## src/rtl/sdram_pkg.sv

```systemverilog
// Shared SDRAM controller package: refresh defaults and the debt-counter
// width helper used by the refresh scheduler and its interface.
package sdram_pkg;

  localparam int T_REF_INT_DEF    = 7800;
  localparam int MAX_POSTPONE_DEF = 8;

  // Bits needed to hold a debt value in 0..max_postpone.
  function automatic int debt_width(input int max_postpone);
    return $clog2(max_postpone + 1);
  endfunction

endpackage

```

## src/rtl/sdram_refresh_scheduler_if.sv

```systemverilog
// Refresh request/grant bundle between the refresh scheduler (master) and
// the main command FSM (slave).
//
// Handshake: ref_req is a level that stays high while at least one refresh
// is owed (or, with pull-in, may be issued early). The FSM answers with a
// single-cycle ref_grant pulse for each AUTO REFRESH it actually issues.
// A grant seen while ref_req is low is ignored. ref_urgent means the FSM
// must preempt traffic; ref_overflow is a sticky error flag.
interface sdram_refresh_scheduler_if #(
  parameter int MAX_POSTPONE = sdram_pkg::MAX_POSTPONE_DEF
);
  import sdram_pkg::*;

  localparam int DEBT_W = debt_width(MAX_POSTPONE);

  logic              ref_req;
  logic              ref_urgent;
  logic              ref_grant;
  logic [DEBT_W-1:0] debt_cnt;
  logic              ref_overflow;

  modport master (
    output ref_req,
    output ref_urgent,
    output debt_cnt,
    output ref_overflow,
    input  ref_grant
  );

  modport slave (
    input  ref_req,
    input  ref_urgent,
    input  debt_cnt,
    input  ref_overflow,
    output ref_grant
  );

endinterface

```

## src/rtl/sdram_interval_timer.sv

```systemverilog
// Free-running refresh interval counter. Counts 0..T_REF_INT-1 and emits a
// one-cycle tick on the last count, then wraps. clr holds it at zero.
module sdram_interval_timer #(
  parameter int T_REF_INT = sdram_pkg::T_REF_INT_DEF
) (
  input  logic clk,
  input  logic rst_n,
  input  logic clr,
  output logic tick
);

  localparam logic [31:0] LAST_CNT = 32'(T_REF_INT - 1);

  logic [31:0] cnt_q;
  logic [31:0] cnt_d;

  // No tick while cleared, so the first tick lands T_REF_INT cycles after clr drops.
  assign tick = !clr && (cnt_q == LAST_CNT);

  // Next count: clear, wrap on tick, otherwise advance.
  always_comb begin
    cnt_d = cnt_q + 32'd1;
    if (clr || tick) begin
      cnt_d = '0;
    end
  end

  // Counter register.
  always_ff @(posedge clk or negedge rst_n) begin
    if (!rst_n) begin
      cnt_q <= '0;
    end else begin
      cnt_q <= cnt_d;
    end
  end

endmodule

```

## src/rtl/sdram_refresh_scheduler.sv

```systemverilog
// SDRAM refresh scheduler. Tracks owed AUTO REFRESH commands as a saturating
// debt so the command FSM can postpone refreshes, raises ref_urgent near the
// limit and flags a sticky overflow if a tick arrives with the debt full.
// Optional macro REF_PULL_IN_EN lets the FSM issue up to MAX_PULLIN refreshes
// early while idle; later ticks then repay those instead of adding debt.
module sdram_refresh_scheduler
  import sdram_pkg::*;
#(
  parameter int T_REF_INT     = T_REF_INT_DEF,
  parameter int MAX_POSTPONE  = MAX_POSTPONE_DEF,
  parameter int URGENT_THRESH = 6,
  parameter int MAX_PULLIN    = 2
) (
  input  logic                       clk,
  input  logic                       rst_n,
  input  logic                       in_init,
  input  logic                       ctrl_idle,
  sdram_refresh_scheduler_if.master  rif
);

  localparam int                DEBT_W     = debt_width(MAX_POSTPONE);
  localparam logic [DEBT_W-1:0] DEBT_MAX   = DEBT_W'(MAX_POSTPONE);
  localparam logic [DEBT_W-1:0] DEBT_URGENT = DEBT_W'(URGENT_THRESH);

  logic              tick;
  logic [DEBT_W-1:0] debt_q;
  logic [DEBT_W-1:0] debt_d;
  logic              ref_overflow_q;
  logic              ref_overflow_d;
  logic              debt_req;
  logic              req;
  logic              grant_ok;

  sdram_interval_timer #(
    .T_REF_INT (T_REF_INT)
  ) u_timer (
    .clk   (clk),
    .rst_n (rst_n),
    .clr   (in_init),
    .tick  (tick)
  );

  assign debt_req = (debt_q != '0);

`ifdef REF_PULL_IN_EN
  localparam int              PULL_W   = $clog2(MAX_PULLIN + 1);
  localparam logic [PULL_W-1:0] PULL_MAX = PULL_W'(MAX_PULLIN);

  logic [PULL_W-1:0] pulled_q;
  logic [PULL_W-1:0] pulled_d;
  logic              pull_ok;

  // Early refresh is offered only with no debt, an idle FSM and pull-in room left.
  assign pull_ok = !debt_req && ctrl_idle && (pulled_q < PULL_MAX);
  assign req     = debt_req || pull_ok;
`else
  logic unused_ctrl_idle;
  assign unused_ctrl_idle = ctrl_idle;
  assign req              = debt_req;
`endif

  assign grant_ok = rif.ref_grant && req;

  // Debt / overflow (and pull-in credit) next state; a simultaneous tick and
  // grant cancel out.
  always_comb begin
    debt_d         = debt_q;
    ref_overflow_d = ref_overflow_q;
`ifdef REF_PULL_IN_EN
    pulled_d       = pulled_q;
`endif
    if (in_init) begin
      debt_d = '0;
`ifdef REF_PULL_IN_EN
      pulled_d = '0;
`endif
    end else if (tick && !grant_ok) begin
`ifdef REF_PULL_IN_EN
      if (pulled_q != '0) begin
        pulled_d = pulled_q - PULL_W'(1);
      end else
`endif
      if (debt_q == DEBT_MAX) begin
        ref_overflow_d = 1'b1;
      end else begin
        debt_d = debt_q + DEBT_W'(1);
      end
    end else if (grant_ok && !tick) begin
      if (debt_req) begin
        debt_d = debt_q - DEBT_W'(1);
      end
`ifdef REF_PULL_IN_EN
      else begin
        pulled_d = pulled_q + PULL_W'(1);
      end
`endif
    end
  end

  // State registers; overflow is cleared only by reset.
  always_ff @(posedge clk or negedge rst_n) begin
    if (!rst_n) begin
      debt_q         <= '0;
      ref_overflow_q <= 1'b0;
`ifdef REF_PULL_IN_EN
      pulled_q       <= '0;
`endif
    end else begin
      debt_q         <= debt_d;
      ref_overflow_q <= ref_overflow_d;
`ifdef REF_PULL_IN_EN
      pulled_q       <= pulled_d;
`endif
    end
  end

  assign rif.ref_req      = req;
  assign rif.ref_urgent   = (debt_q >= DEBT_URGENT);
  assign rif.debt_cnt     = debt_q;
  assign rif.ref_overflow = ref_overflow_q;

endmodule
```

## src/flat_wrapper.sv

```systemverilog
// flat-port wrapper written by rule: the top's interface ports become plain ports
module sdram_refresh_scheduler_flat import sdram_pkg::*;
#(
  parameter int T_REF_INT     = T_REF_INT_DEF,
  parameter int MAX_POSTPONE  = MAX_POSTPONE_DEF,
  parameter int URGENT_THRESH = 6,
  parameter int MAX_PULLIN    = 2
)
  (clk, rst_n, in_init, ctrl_idle, rif_ref_req, rif_ref_urgent, rif_debt_cnt, rif_ref_overflow, rif_ref_grant);
  sdram_refresh_scheduler_if #(.MAX_POSTPONE(MAX_POSTPONE)) rif_i ();
  input  logic clk;
  input  logic rst_n;
  input  logic in_init;
  input  logic ctrl_idle;
  output wire logic [$bits(rif_i.ref_req)-1:0] rif_ref_req;
  output wire logic [$bits(rif_i.ref_urgent)-1:0] rif_ref_urgent;
  output wire logic [$bits(rif_i.debt_cnt)-1:0] rif_debt_cnt;
  output wire logic [$bits(rif_i.ref_overflow)-1:0] rif_ref_overflow;
  input wire logic [$bits(rif_i.ref_grant)-1:0] rif_ref_grant;
  assign rif_ref_req = rif_i.ref_req;
  assign rif_ref_urgent = rif_i.ref_urgent;
  assign rif_debt_cnt = rif_i.debt_cnt;
  assign rif_ref_overflow = rif_i.ref_overflow;
  assign rif_i.ref_grant = rif_ref_grant;
  sdram_refresh_scheduler #(.T_REF_INT(T_REF_INT), .MAX_POSTPONE(MAX_POSTPONE), .URGENT_THRESH(URGENT_THRESH), .MAX_PULLIN(MAX_PULLIN)) u_core (.clk(clk), .rst_n(rst_n), .in_init(in_init), .ctrl_idle(ctrl_idle), .rif(rif_i));
endmodule
```

## config.mk

```make
export PLATFORM = sky130hd
export DESIGN_NAME = sdram_refresh_scheduler_flat
export DESIGN_NICKNAME = d
export VERILOG_FILES = /design/src/rtl/sdram_pkg.sv /design/src/rtl/sdram_refresh_scheduler_if.sv /design/src/rtl/sdram_interval_timer.sv /design/src/rtl/sdram_refresh_scheduler.sv /design/src/flat_wrapper.sv
export SDC_FILE = /design/constraint.sdc
export NUM_CORES = 1
export LEC_CHECK = 0
export CORE_AREA = 10 10 96 98
export DETAILED_ROUTE_END_ITERATION = 6
export DIE_AREA = 0 0 106 108
export DONT_BUFFER_PORTS = 1
export SLEW_MARGIN = 20
export SYNTH_ARGS = -nofsm -noshare
export SYNTH_HDL_FRONTEND = slang
export SYNTH_SLANG_ARGS = --single-unit
```

## constraint.sdc

```tcl
create_clock -name clk -period 8.58 [get_ports clk]
set_clock_uncertainty 0.1 [all_clocks]
set_input_delay 2.574 -clock clk [delete_from_list [all_inputs] [get_ports clk]]
set_output_delay 2.574 -clock clk [all_outputs]
set_load 0.1 [all_outputs]
```

* Word-level counts from Yosys, hierarchy flattened
Index checks and enable logic that the tools add are counted.
Cells by class: $add $sub $neg 3, order comparisons 1, eq/ne operators 3, muxes and demuxes 6, bitwise logic cells 1, reductions and logical operators 13
Operators by type and width (number):
- adder 32 x 1 -> 32 bit, second input constant | 1
- equality test 32 x 13 -> 1 bit, second input constant | 1
- 2-to-1 mux 32 bit | 1
- 2-to-1 mux 4 bit | 5
- AND reduction 3 bit | 2
- nonzero test 3 bit | 2
- adder 4 x 1 -> 4 bit, second input constant | 1
- equality test 4 bit, second input constant | 1
- greater-or-equal comparator 4 x 3 -> 1 bit, second input constant | 1
- logical AND 1 bit | 4
- nonzero test 4 bit | 1
- subtractor 4 x 1 -> 4 bit, second input constant | 1
- zero test 1 bit | 3
- != test 3 bit, second input constant | 1
- logical OR 1 bit | 1
- inverter 1 bit | 1
Storage, ports and cells: bits in registers 37, output and inout bits 7, word-level logic and storage cells 30

* Logic depth before layout (Yosys ltp)
Gate-level depths: netlist (run 1).
word-level depth 7, depth in mapped cells 11

* Modules after synthesis
A second synthesis (run 1) with hierarchy kept.
Unflattened totals: cell total of the unflattened synthesis 234, area, all modules 2174.6 µm²
By module, submodules not included:
- sdram_interval_timer | instances 1, cells an instance 190, area each 1775.5 µm², seq. area each 800.8 µm²
- sdram_refresh_scheduler | instances 1, cells an instance 44, area each 399.1 µm², seq. area each 125.1 µm²

* Least setup slack after synthesis (run 1)
No wires, ideal clock.
path kind in2reg, start point in rif_ref_grant, end point reg u_core.debt_q[3] (netlist: u_core.rif.debt_cnt[3]), setup time 0.111 ns, data arrival time 4.558 ns, required time 8.369 ns, slack 3.811 ns, cell stages on the path 8, buffers on the path 0, cell sequence and2_1 > or3_2 > ha_1 > a21o_2 > a21oi_1 > nor2_1 > a221o_1 > a2111oi_2
On the way: longest elaborated chain between the ends 5, elaborated cells on any way between the ends 10
Ends and longest elaborated chain:
- start, declared | line flat_wrapper.sv:19 | input wire logic [$bits(rif_i.ref_grant)-1:0] rif_ref_grant;
- logical AND 1 bit * | line sdram_refresh_scheduler.sv:62 | assign grant_ok = rif.ref_grant && req;
- zero test 1 bit | line sdram_refresh_scheduler.sv:77 | end else if (tick && !grant_ok) begin
- logical AND 1 bit | line sdram_refresh_scheduler.sv:77
- != test 3 bit (no line) (tied with other cells)
- AND reduction 3 bit (no line) / 2-to-1 mux 4 bit (equally long branches)
- end signal, assigned | line sdram_refresh_scheduler.sv:109 | debt_q <= debt_d;
- end, declared | line sdram_refresh_scheduler.sv:26 | logic [DEBT_W-1:0] debt_q;
Every way passes the cells marked *; elsewhere a longest branch is shown, timed or not. A chain may end at the register's enable or synchronous reset.

* Worst setup path after layout (run 1)
start point reg u_core.debt_q[1] (netlist: u_core.rif.debt_cnt[1]), end point out rif_ref_req
On the way: longest elaborated chain between the ends 1
Ends and longest elaborated chain:
- nonzero test 4 bit | line sdram_refresh_scheduler.sv:43 | assign debt_req = (debt_q != '0);
- end, declared | line flat_wrapper.sv:15 | output wire logic [$bits(rif_i.ref_req)-1:0] rif_ref_req;
No other way between the ends.

==> impl_results.html, run 1 <==
<table>
<tr><th>Metric</th><th>Value</th></tr>
<tr><th colspan="2">Status</th></tr>
<tr><td>Result of the run</td><td>finished, final reports clean</td></tr>
<tr><th colspan="2">Job</th></tr>
<tr><td>Count of maximum capacitance violations</td><td>0</td></tr>
<tr><th colspan="2">Power</th></tr>
<tr><td>IR Drop Worst-Case VDD</td><td>~76 µV</td></tr>
<tr><td>Cell Pwr Density</td><td>230 mW/mm²</td></tr>
<tr><td>LEAKAGE</td><td>approximately 0.001 µW</td></tr>
<tr><th colspan="2">Floorplanning</th></tr>
<tr><td>Total I/O pin count</td><td>12</td></tr>
<tr><td>Initial cell density of the core</td><td>~29%</td></tr>
<tr><td>Core Region</td><td>0.00745 mm²</td></tr>
<tr><td>Die height</td><td>108 µm</td></tr>
<tr><td>Die W</td><td>106 µm</td></tr>
<tr><td>Floorplan die area</td><td>0.0114 mm²</td></tr>
<tr><td>Floorplan row count</td><td>32</td></tr>
<tr><th colspan="2">STA</th></tr>
<tr><td>Relative max-transition margin</td><td>27.1%</td></tr>
<tr><td>Time the worst path needs with I/O delays and setup</td><td>just over 5 ns</td></tr>
<tr><td>Final total negative setup slack</td><td>0 ns</td></tr>
<tr><td>Final hold slack</td><td>0.383 ns</td></tr>
<tr><td>Final count of hold timing violations</td><td>0</td></tr>
<tr><td>Measured slew at the worst slew-check pin</td><td>1.09 ns</td></tr>
<tr><td>Final Cycle Share</td><td>58.8%</td></tr>
<tr><td>Fmax achieved</td><td>198 MHz</td></tr>
<tr><td>RSZ-0062 raised after global routing</td><td>false</td></tr>
<tr><td>Final Max Tran Viols</td><td>0</td></tr>
<tr><td>Final setup violating endpoints</td><td>0</td></tr>
<tr><th colspan="2">Placement</th></tr>
<tr><td>Final GP Congestion</td><td>0.759</td></tr>
<tr><td>Half-perimeter wire length after detailed placement</td><td>roughly 2900 µm</td></tr>
<tr><td>Port bufs</td><td>0</td></tr>
<tr><th colspan="2">Critical path</th></tr>
<tr><td>Endpoint required time on the critical path</td><td>5.91 ns</td></tr>
<tr><td>Buffers and inverters on the worst path</td><td>1</td></tr>
<tr><td>Critical path peak fanout</td><td>7</td></tr>
<tr><td>Category of the worst setup path capture point</td><td>output pin</td></tr>
<tr><td>Max stage delay cell, worst path</td><td>sky130_fd_sc_hd__dfrtp_1</td></tr>
<tr><td>Sequence of cells on the critical path</td><td>or3_4, nor2_1, inv_1</td></tr>
<tr><td>Worst setup path category</td><td>reg -&gt; out</td></tr>
<tr><td>Critical Path AT</td><td>2.37 ns</td></tr>
<tr><td>Slowest stage delay, CP</td><td>1.05 ns</td></tr>
<tr><td>Worst Setup Start Kind</td><td>register</td></tr>
<tr><td>Family with the most delay on the worst path</td><td>flip-flops</td></tr>
<tr><th colspan="2">Clocking</th></tr>
<tr><td>Clock tree from TritonCTS</td><td>built</td></tr>
<tr><td>CTS Buf Count</td><td>5</td></tr>
<tr><td>Total number of H-tree levels</td><td>2</td></tr>
<tr><td>Number of buffers inserted by hold repair at cts</td><td>0</td></tr>
<tr><td>Number of gates resized after cts</td><td>0</td></tr>
<tr><td>Clock slew seen by the registers of the worst setup and hold paths</td><td>0.07 ns</td></tr>
<tr><td>Sinks on Clock Net</td><td>37</td></tr>
<tr><td>Number of buffers on the longest clock path</td><td>2</td></tr>
<tr><td>Clock latency on the worst-skew pair</td><td>between 0.2 and 0.3 ns</td></tr>
<tr><td>Root cell of the clock tree</td><td>sky130_fd_sc_hd__clkbuf_8</td></tr>
<tr><td>Post-CTS setup buffer count</td><td>0</td></tr>
<tr><th colspan="2">Logic synthesis</th></tr>
<tr><td>Area share of the largest cell type after synthesis</td><td>a little over two fifths</td></tr>
<tr><td>Nets in the synthesized netlist</td><td>about 230</td></tr>
<tr><td>Number of warnings reported in the yosys synthesis log</td><td>0</td></tr>
<tr><td>Synthesis-stage register bit count</td><td>37</td></tr>
<tr><td>Count of cell types in the netlist</td><td>41</td></tr>
<tr><td>Gate count of the mapped netlist</td><td>218</td></tr>
<tr><td>Synthesized cell area</td><td>between 0.002 and 0.0025 mm²</td></tr>
<tr><td>Sequential cell area fraction in the yosys report</td><td>43.5%</td></tr>
<tr><td>Library cell with the largest summed area after synthesis</td><td>sky130_fd_sc_hd__dfrtp_1</td></tr>
<tr><td>Per-instance average area after synthesis</td><td>just under 10 µm²</td></tr>
<tr><td>Area contributors post-synth</td><td>sky130_fd_sc_hd__dfrtp_1 44%, sky130_fd_sc_hd__xor2_1 9.5%, sky130_fd_sc_hd__nor2_1 6.0%</td></tr>
<tr><th colspan="2">Detailed routing</th></tr>
<tr><td>Number of remaining DRC errors</td><td>0</td></tr>
<tr><td>Number of nets with antenna violations after detailed routing</td><td>0</td></tr>
<tr><td>Routed vias/inst</td><td>4.89</td></tr>
<tr><td>Via count</td><td>1574</td></tr>
<tr><td>Routed wire length per instance</td><td>around 13 µm</td></tr>
<tr><td>DR iter-0 viols</td><td>63</td></tr>
<tr><td>Detailed-router iteration count before antenna repair</td><td>4</td></tr>
<tr><td>Aggregate routed wire length</td><td>4220 µm</td></tr>
<tr><th colspan="2">GRT</th></tr>
<tr><td>Vias in the first global route</td><td>1501</td></tr>
<tr><td>Largest net degree at the start of global routing</td><td>38</td></tr>
<tr><td>Initial antenna violation count</td><td>0</td></tr>
<tr><td>First-pass GRT wire length</td><td>7380 µm</td></tr>
<tr><td>Global route total overflow</td><td>0</td></tr>
<tr><td>Total GRT Usage</td><td>8.02%</td></tr>
<tr><th colspan="2">Final layout</th></tr>
<tr><td>Share of post-route cells with drive strength above 1</td><td>about an eighth</td></tr>
<tr><td>Leading cell type in the layout, fill and taps excluded</td><td>sky130_fd_sc_hd__dfrtp_1</td></tr>
<tr><td>Layout area overhead</td><td>9.35%</td></tr>
<tr><td>Final #Nets</td><td>between 200 and 250</td></tr>
<tr><td>Most frequent cells in the layout</td><td>37 x sky130_fd_sc_hd__dfrtp_1, 34 x sky130_fd_sc_hd__nor2_1, 23 x sky130_fd_sc_hd__xor2_1</td></tr>
<tr><td>Number of antenna diodes</td><td>0</td></tr>
<tr><th colspan="2">Worst hold path</th></tr>
<tr><td>Worst min-delay path class</td><td>reg -&gt; reg</td></tr>
</table>
sequential cells by signal (all words and copies together) (netlist names):
register                 flops
u_core.u_timer.cnt_q        32
u_core.rif.debt_cnt          4
u_core.rif.ref_overflow      1
synth_stat cells, drive strengths merged:
master	n
nand3	15
nor3	7
or4b	1
and2b	1
o21ai	5
nand4	15
inv	5
clkbuf	6
a41o	1
nand2	11
nand3b	1
mux2i	1
nor2	34
dfrtp	37
and2	4
a21oi	6
a221o	1
a21o	2
xnor2	7
xor2	23
fa	1
a2111oi	2
buf	2
and4	8
nor4b	2
o21bai	1
nor4	5
or3	3
ha	3
nand2b	1
and3	7
cell families (layout without fill, tap and decap cells):
logic type	Yosys count	count (layout)	synth area share, %
mux	1	1	0.470
buf+inv	13	15	3.00
xor+xnor	30	30	12.3
compound gates	18	18	5.82
flops	37	37	43.5
fa+ha+maj	4	4	2.70
simple gates	115	115	32.2
report_power, final:
part           total [µW]  switching [µW]  internal, µW
Clock                 135            61.9          72.6
Sequential            249            68.1           181
Combinational         151             101          50.4
Total                 535             231           304
through the flow:
stage                     setup slack (ns)  total power, µW  utilization [%]  cell area [µm²]  cells
after floorplan                       3.81              386                -             2130    218
after global placement                3.65              403             29.9             2230    314
after detailed placement              3.62              404             29.9             2230    314
after CTS                             3.51              540             31.3             2330    322
after global routing                  3.43              567             31.3             2330    322
final                                 3.53              535             31.3             2330    322
layout make-up:
type	instances	area (µm²)
Timing Repair Buffer	2	15.0
Sequential cell	37	926
Clock inverter	1	5.00
Tap cell	102	128
Inverter	5	18.8
Multi-Input combinational cell	168	1140
Clock buffer	7	96.3
Fill cell	814	5120
per-layer routing:
metal	wire length [µm]	track usage, %	share of wire [%]	up-vias
li1	-	-	-	779
met1	1990	9.86	47	774
met2	1900	11.8	45	17
met3	259	3.63	6.1	4
met4	68	3.68	1.6	0
met5	0	0	0	-
worst paths after layout:
check / start / cells after the start / slack, ns / to
worst min register to register: u_core.u_timer.cnt_q[0] / 1 / 0.38 / u_core.u_timer.cnt_q[0]
min in group asynchronous: rst_n / 0 / 1.87 / u_core.u_timer.cnt_q[15]
max in group asynchronous: rst_n / 0 / 6.42 / u_core.rif.debt_cnt[2]
worst min-delay path: u_core.u_timer.cnt_q[0] / 1 / 0.38 / u_core.u_timer.cnt_q[0]
worst max register to register: u_core.rif.debt_cnt[1] / 11 / 4.04 / u_core.rif.debt_cnt[3]
worst max-delay path: u_core.rif.debt_cnt[1] / 3 / 3.53 / rif_ref_req
No activity file was read; power rests on OpenSTA's default activity.
==> run 2, diff against run 1 <==
==> constraint.sdc (replaced) <==
create_clock -name clk -period 4.74 [get_ports clk]
set_clock_uncertainty 0.1 [all_clocks]
set_input_delay 1.422 -clock clk [delete_from_list [all_inputs] [get_ports clk]]
set_output_delay 1.422 -clock clk [all_outputs]
set_load 0.1 [all_outputs]
==> impl_results.html, run 2 (synthesized netlist as in run 1, its figures left out) <==
<table>
<tr><th>Metric</th><th>Value</th></tr>
<tr><th colspan="2">Status</th></tr>
<tr><td>Result of the run</td><td>finished, final reports clean</td></tr>
<tr><th colspan="2">GRT</th></tr>
<tr><td>Largest net degree at the start of global routing</td><td>38 (unchanged)</td></tr>
<tr><td>First-pass GRT wire length</td><td>7610 µm (+3.1%)</td></tr>
<tr><td>Initial antenna violation count</td><td>0 (unchanged)</td></tr>
<tr><td>Global route total overflow</td><td>0 (unchanged)</td></tr>
<tr><td>Vias in the first global route</td><td>1492 (-0.60%)</td></tr>
<tr><td>Total GRT Usage</td><td>8.15% (+0.13 points)</td></tr>
<tr><th colspan="2">Critical path</th></tr>
<tr><td>Category of the worst setup path capture point</td><td>register</td></tr>
<tr><td>Endpoint required time on the critical path</td><td>4.82 ns (-1.09 ns)</td></tr>
<tr><td>Worst Setup Start Kind</td><td>register</td></tr>
<tr><td>Number of cells traversed by the worst register-to-register path</td><td>11 (unchanged)</td></tr>
<tr><td>Critical path peak fanout</td><td>6 (-1)</td></tr>
<tr><td>Critical Path AT</td><td>4.01 ns (+1.64 ns)</td></tr>
<tr><td>Worst setup path category</td><td>reg -&gt; reg</td></tr>
<tr><th colspan="2">STA</th></tr>
<tr><td>Worst setup margin</td><td>0.812 ns (-2.72 ns)</td></tr>
<tr><td>RSZ-0062 raised after global routing</td><td>false</td></tr>
<tr><td>Final Max Tran Viols</td><td>0 (unchanged)</td></tr>
<tr><td>Final Cycle Share</td><td>82.9%</td></tr>
<tr><td>Fmax achieved</td><td>255 MHz</td></tr>
<tr><td>Measured slew at the worst slew-check pin</td><td>1.06 ns (-0.0324 ns)</td></tr>
<tr><td>Final hold slack</td><td>0.371 ns (-0.0119 ns)</td></tr>
<tr><td>Final total negative setup slack</td><td>0 ns (unchanged)</td></tr>
<tr><td>Final setup violating endpoints</td><td>0 (unchanged)</td></tr>
<tr><td>Final count of hold timing violations</td><td>0 (unchanged)</td></tr>
<tr><td>Relative max-transition margin</td><td>29.1% (+2.0 points)</td></tr>
<tr><td>Time the worst path needs with I/O delays and setup</td><td>approximately 3.9 ns</td></tr>
<tr><th colspan="2">Final layout</th></tr>
<tr><td>Layout area overhead</td><td>10.1%</td></tr>
<tr><td>Share of post-route cells with drive strength above 1</td><td>13.5% (+0.73 points)</td></tr>
<tr><td>Number of flip-flops in the largest register</td><td>32 (unchanged)</td></tr>
<tr><td>Leading cell type in the layout, fill and taps excluded</td><td>sky130_fd_sc_hd__dfrtp_1</td></tr>
<tr><td>Final #Nets</td><td>232 (+1.8%)</td></tr>
<tr><td>Most frequent cells in the layout</td><td>37 x sky130_fd_sc_hd__dfrtp_1, 34 x sky130_fd_sc_hd__nor2_1, 23 x sky130_fd_sc_hd__xor2_1</td></tr>
<tr><td>Largest register by flop count</td><td>u_core.u_timer.cnt_q</td></tr>
<tr><td>Finished Layout Cells</td><td>325 (+0.93%)</td></tr>
<tr><td>Number of antenna diodes</td><td>0 (unchanged)</td></tr>
<tr><td>Final core utilization</td><td>31.5% (+0.20 points)</td></tr>
<tr><td>Layout filler cell count</td><td>783 (-3.8%)</td></tr>
<tr><th colspan="2">Detailed routing</th></tr>
<tr><td>Number of nets with antenna violations after detailed routing</td><td>0 (unchanged)</td></tr>
<tr><td>Detailed-router iteration count before antenna repair</td><td>4 (unchanged)</td></tr>
<tr><td>Routed vias/inst</td><td>4.99 (+2.1%)</td></tr>
<tr><td>Via count</td><td>1622 (+3.0%)</td></tr>
<tr><td>Number of remaining DRC errors</td><td>0 (unchanged)</td></tr>
<tr><td>DR iter-0 viols</td><td>68 (+7.9%)</td></tr>
<tr><td>Routed wire length per instance</td><td>13.8 µm (+5.8%)</td></tr>
<tr><td>Aggregate routed wire length</td><td>4500 µm (+6.7%)</td></tr>
<tr><th colspan="2">Placement</th></tr>
<tr><td>Port bufs</td><td>0 (unchanged)</td></tr>
<tr><td>Pre-CTS WS</td><td>0.803 ns (-2.82 ns)</td></tr>
<tr><td>Final GP Congestion</td><td>0.741 (-2.4%)</td></tr>
<tr><td>Placed Instances</td><td>318 (+1.3%)</td></tr>
<tr><td>Half-perimeter wire length after detailed placement</td><td>3130 µm (+6.8%)</td></tr>
<tr><th colspan="2">Floorplanning</th></tr>
<tr><td>Initial cell density of the core</td><td>28.6% (unchanged)</td></tr>
<tr><td>Die height</td><td>108 µm (unchanged)</td></tr>
<tr><td>Floorplan die area</td><td>0.0114 mm² (unchanged)</td></tr>
<tr><td>Total I/O pin count</td><td>12 (unchanged)</td></tr>
<tr><td>Floorplan row count</td><td>32 (unchanged)</td></tr>
<tr><td>Die W</td><td>106 µm (unchanged)</td></tr>
<tr><td>Core Region</td><td>0.00745 mm² (unchanged)</td></tr>
<tr><th colspan="2">Power</th></tr>
<tr><td>LEAKAGE</td><td>0.00101 µW (+1.1%)</td></tr>
<tr><td>IR Drop Worst-Case VDD</td><td>148 µV (+95%)</td></tr>
<tr><td>Cell Pwr Density</td><td>417 mW/mm² (+81%)</td></tr>
<tr><th colspan="2">Clocking</th></tr>
<tr><td>Post-CTS setup buffer count</td><td>0 (unchanged)</td></tr>
<tr><td>Total number of H-tree levels</td><td>2 (unchanged)</td></tr>
<tr><td>Number of buffers inserted by hold repair at cts</td><td>0 (unchanged)</td></tr>
<tr><td>CTS Buf Count</td><td>5 (unchanged)</td></tr>
<tr><td>Clock tree from TritonCTS</td><td>built</td></tr>
<tr><td>Clock slew seen by the registers of the worst setup and hold paths</td><td>0.07 ns (about the same)</td></tr>
<tr><td>Number of gates resized after cts</td><td>0 (unchanged)</td></tr>
<tr><td>Number of buffers on the longest clock path</td><td>2 (unchanged)</td></tr>
<tr><td>Root cell of the clock tree</td><td>sky130_fd_sc_hd__clkbuf_8</td></tr>
<tr><td>Clock latency on the worst-skew pair</td><td>0.28 ns (about the same)</td></tr>
<tr><td>Sinks on Clock Net</td><td>37 (unchanged)</td></tr>
<tr><th colspan="2">Job</th></tr>
<tr><td>Count of maximum capacitance violations</td><td>0 (unchanged)</td></tr>
<tr><th colspan="2">Worst hold path</th></tr>
<tr><td>Number of cells on the worst hold path</td><td>1 (unchanged)</td></tr>
<tr><td>Worst min-delay path class</td><td>reg -&gt; reg</td></tr>
</table>
==> run 2: changes by cell type in the layout (fill, tap and decap cells not counted) <==
| cell | change |
|---|---|
| sky130_fd_sc_hd__buf_4 | +4 |
| sky130_fd_sc_hd__clkbuf_8 | -1 |
| sky130_fd_sc_hd__clkinv_2 | -1 |
| sky130_fd_sc_hd__clkbuf_1 | +1 |
==> run 2: report_power, final <==
part           internal (µW)  switching (µW)
logic                    107             310
clock network            115             106
registers                331            7.44
total                    553             424
==> run 2: worst paths after layout <==
| path | startpoint | to | slack [ns] |
|---|---|---|---|
| setup reg to reg | u_core.rif.debt_cnt[1] | u_core.rif.debt_cnt[3] | 0.81 |
| setup / recovery | u_core.rif.debt_cnt[1] | u_core.rif.debt_cnt[3] | 0.81 |
| hold reg to reg | u_core.u_timer.cnt_q[0] | u_core.u_timer.cnt_q[0] | 0.37 |
| hold / removal | u_core.u_timer.cnt_q[0] | u_core.u_timer.cnt_q[0] | 0.37 |
| max in group asynchronous | rst_n | u_core.u_timer.cnt_q[26] | 3.73 |
| min in group asynchronous | rst_n | u_core.rif.debt_cnt[3] | 0.73 |
==> run 2: worst max-delay path, cell delays in order, from the launching register on <==
cell	delay, ns
sky130_fd_sc_hd__dfrtp_1	0.38
sky130_fd_sc_hd__or3_4	0.39
sky130_fd_sc_hd__nor2_1	0.13
sky130_fd_sc_hd__inv_1	0.42
sky130_fd_sc_hd__and2_1	0.35
sky130_fd_sc_hd__or3_2	0.45
sky130_fd_sc_hd__ha_1	0.28
sky130_fd_sc_hd__a21o_2	0.20
sky130_fd_sc_hd__a21oi_1	0.39
sky130_fd_sc_hd__nor4b_1	0.11
sky130_fd_sc_hd__a221o_1	0.29
sky130_fd_sc_hd__a2111oi_2	0.33
==> run 2: cell type report <==
| class | instances | area (µm²) | area share (%) |
|---|---|---|---|
| Clock buffer | 7 | 86.3 | 3.69 |
| Inverter | 5 | 18.8 | 0.801 |
| Multi-Input combinational cell | 168 | 1140 | 48.6 |
| Sequential cell | 37 | 926 | 39.5 |
| Tap cell | 102 | 128 | 5.45 |
| Timing Repair Buffer | 6 | 45.0 | 1.92 |
==> run 2: layer usage <==
metal / global-route usage (%) / part of all wire, % / up-vias
met1: 10.4 / 48 / 800
li1: - / - / 786
met3: 3.09 / 5.8 / 5
met5: 0 / 0 / -
met4: 2.90 / 1.4 / 0
met2: 12.3 / 45 / 31
==> run 2: through the flow <==
stage,total power [µW],cell area (µm²)
finish,976,2340
global route,1030,2340
CTS,984,2340
detailed placement,762,2260
global placement,753,2260
floorplan,699,2130
==> run 3, diff against run 2 <==
==> constraint.sdc (replaced) <==
create_clock -name clk -period 3.55 [get_ports clk]
set_clock_uncertainty 0.1 [all_clocks]
set_input_delay 1.065 -clock clk [delete_from_list [all_inputs] [get_ports clk]]
set_output_delay 1.065 -clock clk [all_outputs]
set_load 0.1 [all_outputs]
==> impl_results.html, run 3 (synthesized netlist as in run 1, its figures left out) <==
<table>
<tr><th>Metric</th><th>Value</th></tr>
<tr><th colspan="2">Status</th></tr>
<tr><td>Result of the run</td><td>finished, final reports clean</td></tr>
<tr><th colspan="2">Detailed routing</th></tr>
<tr><td>Detailed-router iteration count before antenna repair</td><td>4 (unchanged)</td></tr>
<tr><td>Via count</td><td>1606 (-0.99%)</td></tr>
<tr><td>Wire length on met2</td><td>2050 µm (+1.2%)</td></tr>
<tr><td>Number of remaining DRC errors</td><td>0 (unchanged)</td></tr>
<tr><td>Met3 wirelength from detailed routing</td><td>231 µm (-12%)</td></tr>
<tr><td>Aggregate routed wire length</td><td>4550 µm (+1.1%)</td></tr>
<tr><td>Routed vias/inst</td><td>4.87 (-2.5%)</td></tr>
<tr><td>Routed wire length per instance</td><td>13.8 µm (-0.46%)</td></tr>
<tr><td>Wire length on met1</td><td>2200 µm (+2.2%)</td></tr>
<tr><td>DR iter-0 viols</td><td>53 (-22%)</td></tr>
<tr><td>Number of nets with antenna violations after detailed routing</td><td>0 (unchanged)</td></tr>
<tr><td>Uppermost metal layer occupied by signal nets</td><td>met4</td></tr>
<tr><th colspan="2">STA</th></tr>
<tr><td>Measured slew at the worst slew-check pin</td><td>0.918 ns (-0.143 ns)</td></tr>
<tr><td>Final setup violating endpoints</td><td>0 (unchanged)</td></tr>
<tr><td>Worst setup margin</td><td>0.350 ns (-0.462 ns)</td></tr>
<tr><td>Final count of hold timing violations</td><td>0 (unchanged)</td></tr>
<tr><td>Relative max-transition margin</td><td>38.8% (+9.7 points)</td></tr>
<tr><td>Final Max Tran Viols</td><td>0 (unchanged)</td></tr>
<tr><td>RSZ-0062 raised after global routing</td><td>false</td></tr>
<tr><td>Final Cycle Share</td><td>90.1% (+7.3 points)</td></tr>
<tr><td>Fmax achieved</td><td>312 MHz (+23%)</td></tr>
<tr><td>Time the worst path needs with I/O delays and setup</td><td>3.20 ns (-0.728 ns)</td></tr>
<tr><th colspan="2">Clocking</th></tr>
<tr><td>Total number of H-tree levels</td><td>2 (unchanged)</td></tr>
<tr><td>Clock tree from TritonCTS</td><td>built</td></tr>
<tr><td>Number of buffers on the longest clock path</td><td>2 (unchanged)</td></tr>
<tr><td>Number of buffers inserted by hold repair at cts</td><td>0 (unchanged)</td></tr>
<tr><td>Number of gates resized after cts</td><td>0 (unchanged)</td></tr>
<tr><td>Root cell of the clock tree</td><td>sky130_fd_sc_hd__clkbuf_8</td></tr>
<tr><td>Clock latency on the worst-skew pair</td><td>0.29 ns (about the same)</td></tr>
<tr><td>Post-CTS setup buffer count</td><td>0 (unchanged)</td></tr>
<tr><td>Clock slew seen by the registers of the worst setup and hold paths</td><td>0.07 ns (about the same)</td></tr>
<tr><td>Sinks on Clock Net</td><td>37 (unchanged)</td></tr>
<tr><td>CTS Buf Count</td><td>5 (unchanged)</td></tr>
<tr><th colspan="2">Critical path</th></tr>
<tr><td>Critical path peak fanout</td><td>6 (unchanged)</td></tr>
<tr><td>Critical Path AT</td><td>3.29 ns (-0.72 ns)</td></tr>
<tr><td>Category of the worst setup path capture point</td><td>register</td></tr>
<tr><td>Worst setup path category</td><td>reg -&gt; reg</td></tr>
<tr><td>Endpoint required time on the critical path</td><td>3.64 ns (-1.18 ns)</td></tr>
<tr><td>Worst Setup Start Kind</td><td>register</td></tr>
<tr><th colspan="2">Final layout</th></tr>
<tr><td>Share of post-route cells with drive strength above 1</td><td>18.9% (+5.4 points)</td></tr>
<tr><td>Layout filler cell count</td><td>789 (+0.77%)</td></tr>
<tr><td>Layout area overhead</td><td>14.2%</td></tr>
<tr><td>Largest register by flop count</td><td>u_core.u_timer.cnt_q</td></tr>
<tr><td>Final #Nets</td><td>236 (+1.7%)</td></tr>
<tr><td>Number of antenna diodes</td><td>0 (unchanged)</td></tr>
<tr><td>Leading cell type in the layout, fill and taps excluded</td><td>sky130_fd_sc_hd__dfrtp_1</td></tr>
<tr><td>Number of flip-flops in the largest register</td><td>32 (unchanged)</td></tr>
<tr><td>Most frequent cells in the layout</td><td>34 x sky130_fd_sc_hd__dfrtp_1, 33 x sky130_fd_sc_hd__nor2_1, 23 x sky130_fd_sc_hd__xor2_1</td></tr>
<tr><td>Final core utilization</td><td>32.6% (+1.2 points)</td></tr>
<tr><th colspan="2">Floorplanning</th></tr>
<tr><td>Initial cell density of the core</td><td>28.6% (unchanged)</td></tr>
<tr><td>Core Region</td><td>0.00745 mm² (unchanged)</td></tr>
<tr><td>Die W</td><td>106 µm (unchanged)</td></tr>
<tr><td>Floorplan row count</td><td>32 (unchanged)</td></tr>
<tr><td>Floorplan die area</td><td>0.0114 mm² (unchanged)</td></tr>
<tr><td>Die height</td><td>108 µm (unchanged)</td></tr>
<tr><td>Total I/O pin count</td><td>12 (unchanged)</td></tr>
<tr><th colspan="2">Placement</th></tr>
<tr><td>Port bufs</td><td>0 (unchanged)</td></tr>
<tr><td>Final GP Congestion</td><td>0.789 (+6.4%)</td></tr>
<tr><td>Pre-CTS WS</td><td>0.336 ns (-0.467 ns)</td></tr>
<tr><td>Half-perimeter wire length after detailed placement</td><td>3160 µm (+0.98%)</td></tr>
<tr><th colspan="2">Power</th></tr>
<tr><td>IR Drop Worst-Case VDD</td><td>245 µV (+66%)</td></tr>
<tr><td>Cell Pwr Density</td><td>571 mW/mm² (+37%)</td></tr>
<tr><td>LEAKAGE</td><td>0.00103 µW (+1.9%)</td></tr>
<tr><th colspan="2">GRT</th></tr>
<tr><td>Global route total overflow</td><td>0 (unchanged)</td></tr>
<tr><td>First-pass GRT wire length</td><td>7840 µm (+3.0%)</td></tr>
<tr><td>Initial antenna violation count</td><td>0 (unchanged)</td></tr>
<tr><td>Largest net degree at the start of global routing</td><td>38 (unchanged)</td></tr>
<tr><td>Total GRT Usage</td><td>8.41% (+0.25 points)</td></tr>
<tr><td>Vias in the first global route</td><td>1572 (+5.4%)</td></tr>
<tr><th colspan="2">Job</th></tr>
<tr><td>Count of maximum capacitance violations</td><td>0 (unchanged)</td></tr>
<tr><th colspan="2">Worst hold path</th></tr>
<tr><td>Worst min-delay path class</td><td>in -&gt; async</td></tr>
</table>
## run 3: final timing paths
| path | start | to | slack [ns] | cells after the start |
|---|---|---|---|---|
| min | rst_n | u_core.rif.debt_cnt[3] | 0.36 | 0 |
| max in group asynchronous | rst_n | u_core.rif.debt_cnt[1] | 2.89 | 0 |
| min reg2reg | u_core.u_timer.cnt_q[0] | u_core.u_timer.cnt_q[0] | 0.37 | 1 |
| max reg2reg | u_core.rif.debt_cnt[2] | u_core.rif.debt_cnt[3] | 0.35 | 11 |
| max | u_core.rif.debt_cnt[2] | u_core.rif.debt_cnt[3] | 0.35 | 11 |
| min in group clk | u_core.u_timer.cnt_q[0] | u_core.u_timer.cnt_q[0] | 0.37 | 1 |
## run 3: final cells by class
type	instances	area, µm²	share of cell area [%]
Sequential cell	37	937	38.5
Multi-Input combinational cell	168	1190	48.8
Inverter	5	22.5	0.926
Clock inverter	2	10.0	0.412
Clock buffer	6	72.6	2.99
Tap cell	102	128	5.25
Timing Repair Buffer	10	75.1	3.09
## run 3: report_power, final
part	switching, µW	leakage, µW	internal (µW)	total (µW)
Combinational	440	0.000475	201	641
Clock	148	0.0000450	136	284
Sequential	12.5	0.000507	451	463
Total	601	0.00103	788	1390
## run 3: worst max-delay path, cell delays in order, from the launching register on
cell and delay [ns]:
sky130_fd_sc_hd__dfrtp_4 0.47, sky130_fd_sc_hd__or3_4 0.41, sky130_fd_sc_hd__nor2_4 0.15, sky130_fd_sc_hd__clkinvlp_4 0.09, sky130_fd_sc_hd__and2_4 0.13, sky130_fd_sc_hd__or3_4 0.41
sky130_fd_sc_hd__ha_4 0.25, sky130_fd_sc_hd__a21o_4 0.20, sky130_fd_sc_hd__a21oi_4 0.19, sky130_fd_sc_hd__nor2_1 0.06, sky130_fd_sc_hd__a221o_1 0.31, sky130_fd_sc_hd__a2111oi_2 0.32
## run 3: routing by layer
layer	up-vias	global-route usage, %
li1	791	-
met1	789	10.8
met2	20	12.9
met3	6	2.86
met4	0	3.19
met5	-	0
## run 3: through the flow
| step | setup TNS (ns) | std cells | cell area [µm²] | total power [µW] | hold WS, ns |
|---|---|---|---|---|---|
| final | 0 | 330 | 2430 | 1390 | 0.363 |
| after detailed placement | 0 | 322 | 2350 | 1120 | 0.368 |
| after floorplan | -0.255 | 218 | 2190 | 1010 | 0.333 |
| after CTS | 0 | 330 | 2430 | 1400 | 0.359 |
| after global routing | 0 | 330 | 2430 | 1460 | 0.345 |
| after global placement | 0 | 322 | 2350 | 1110 | 0.355 |
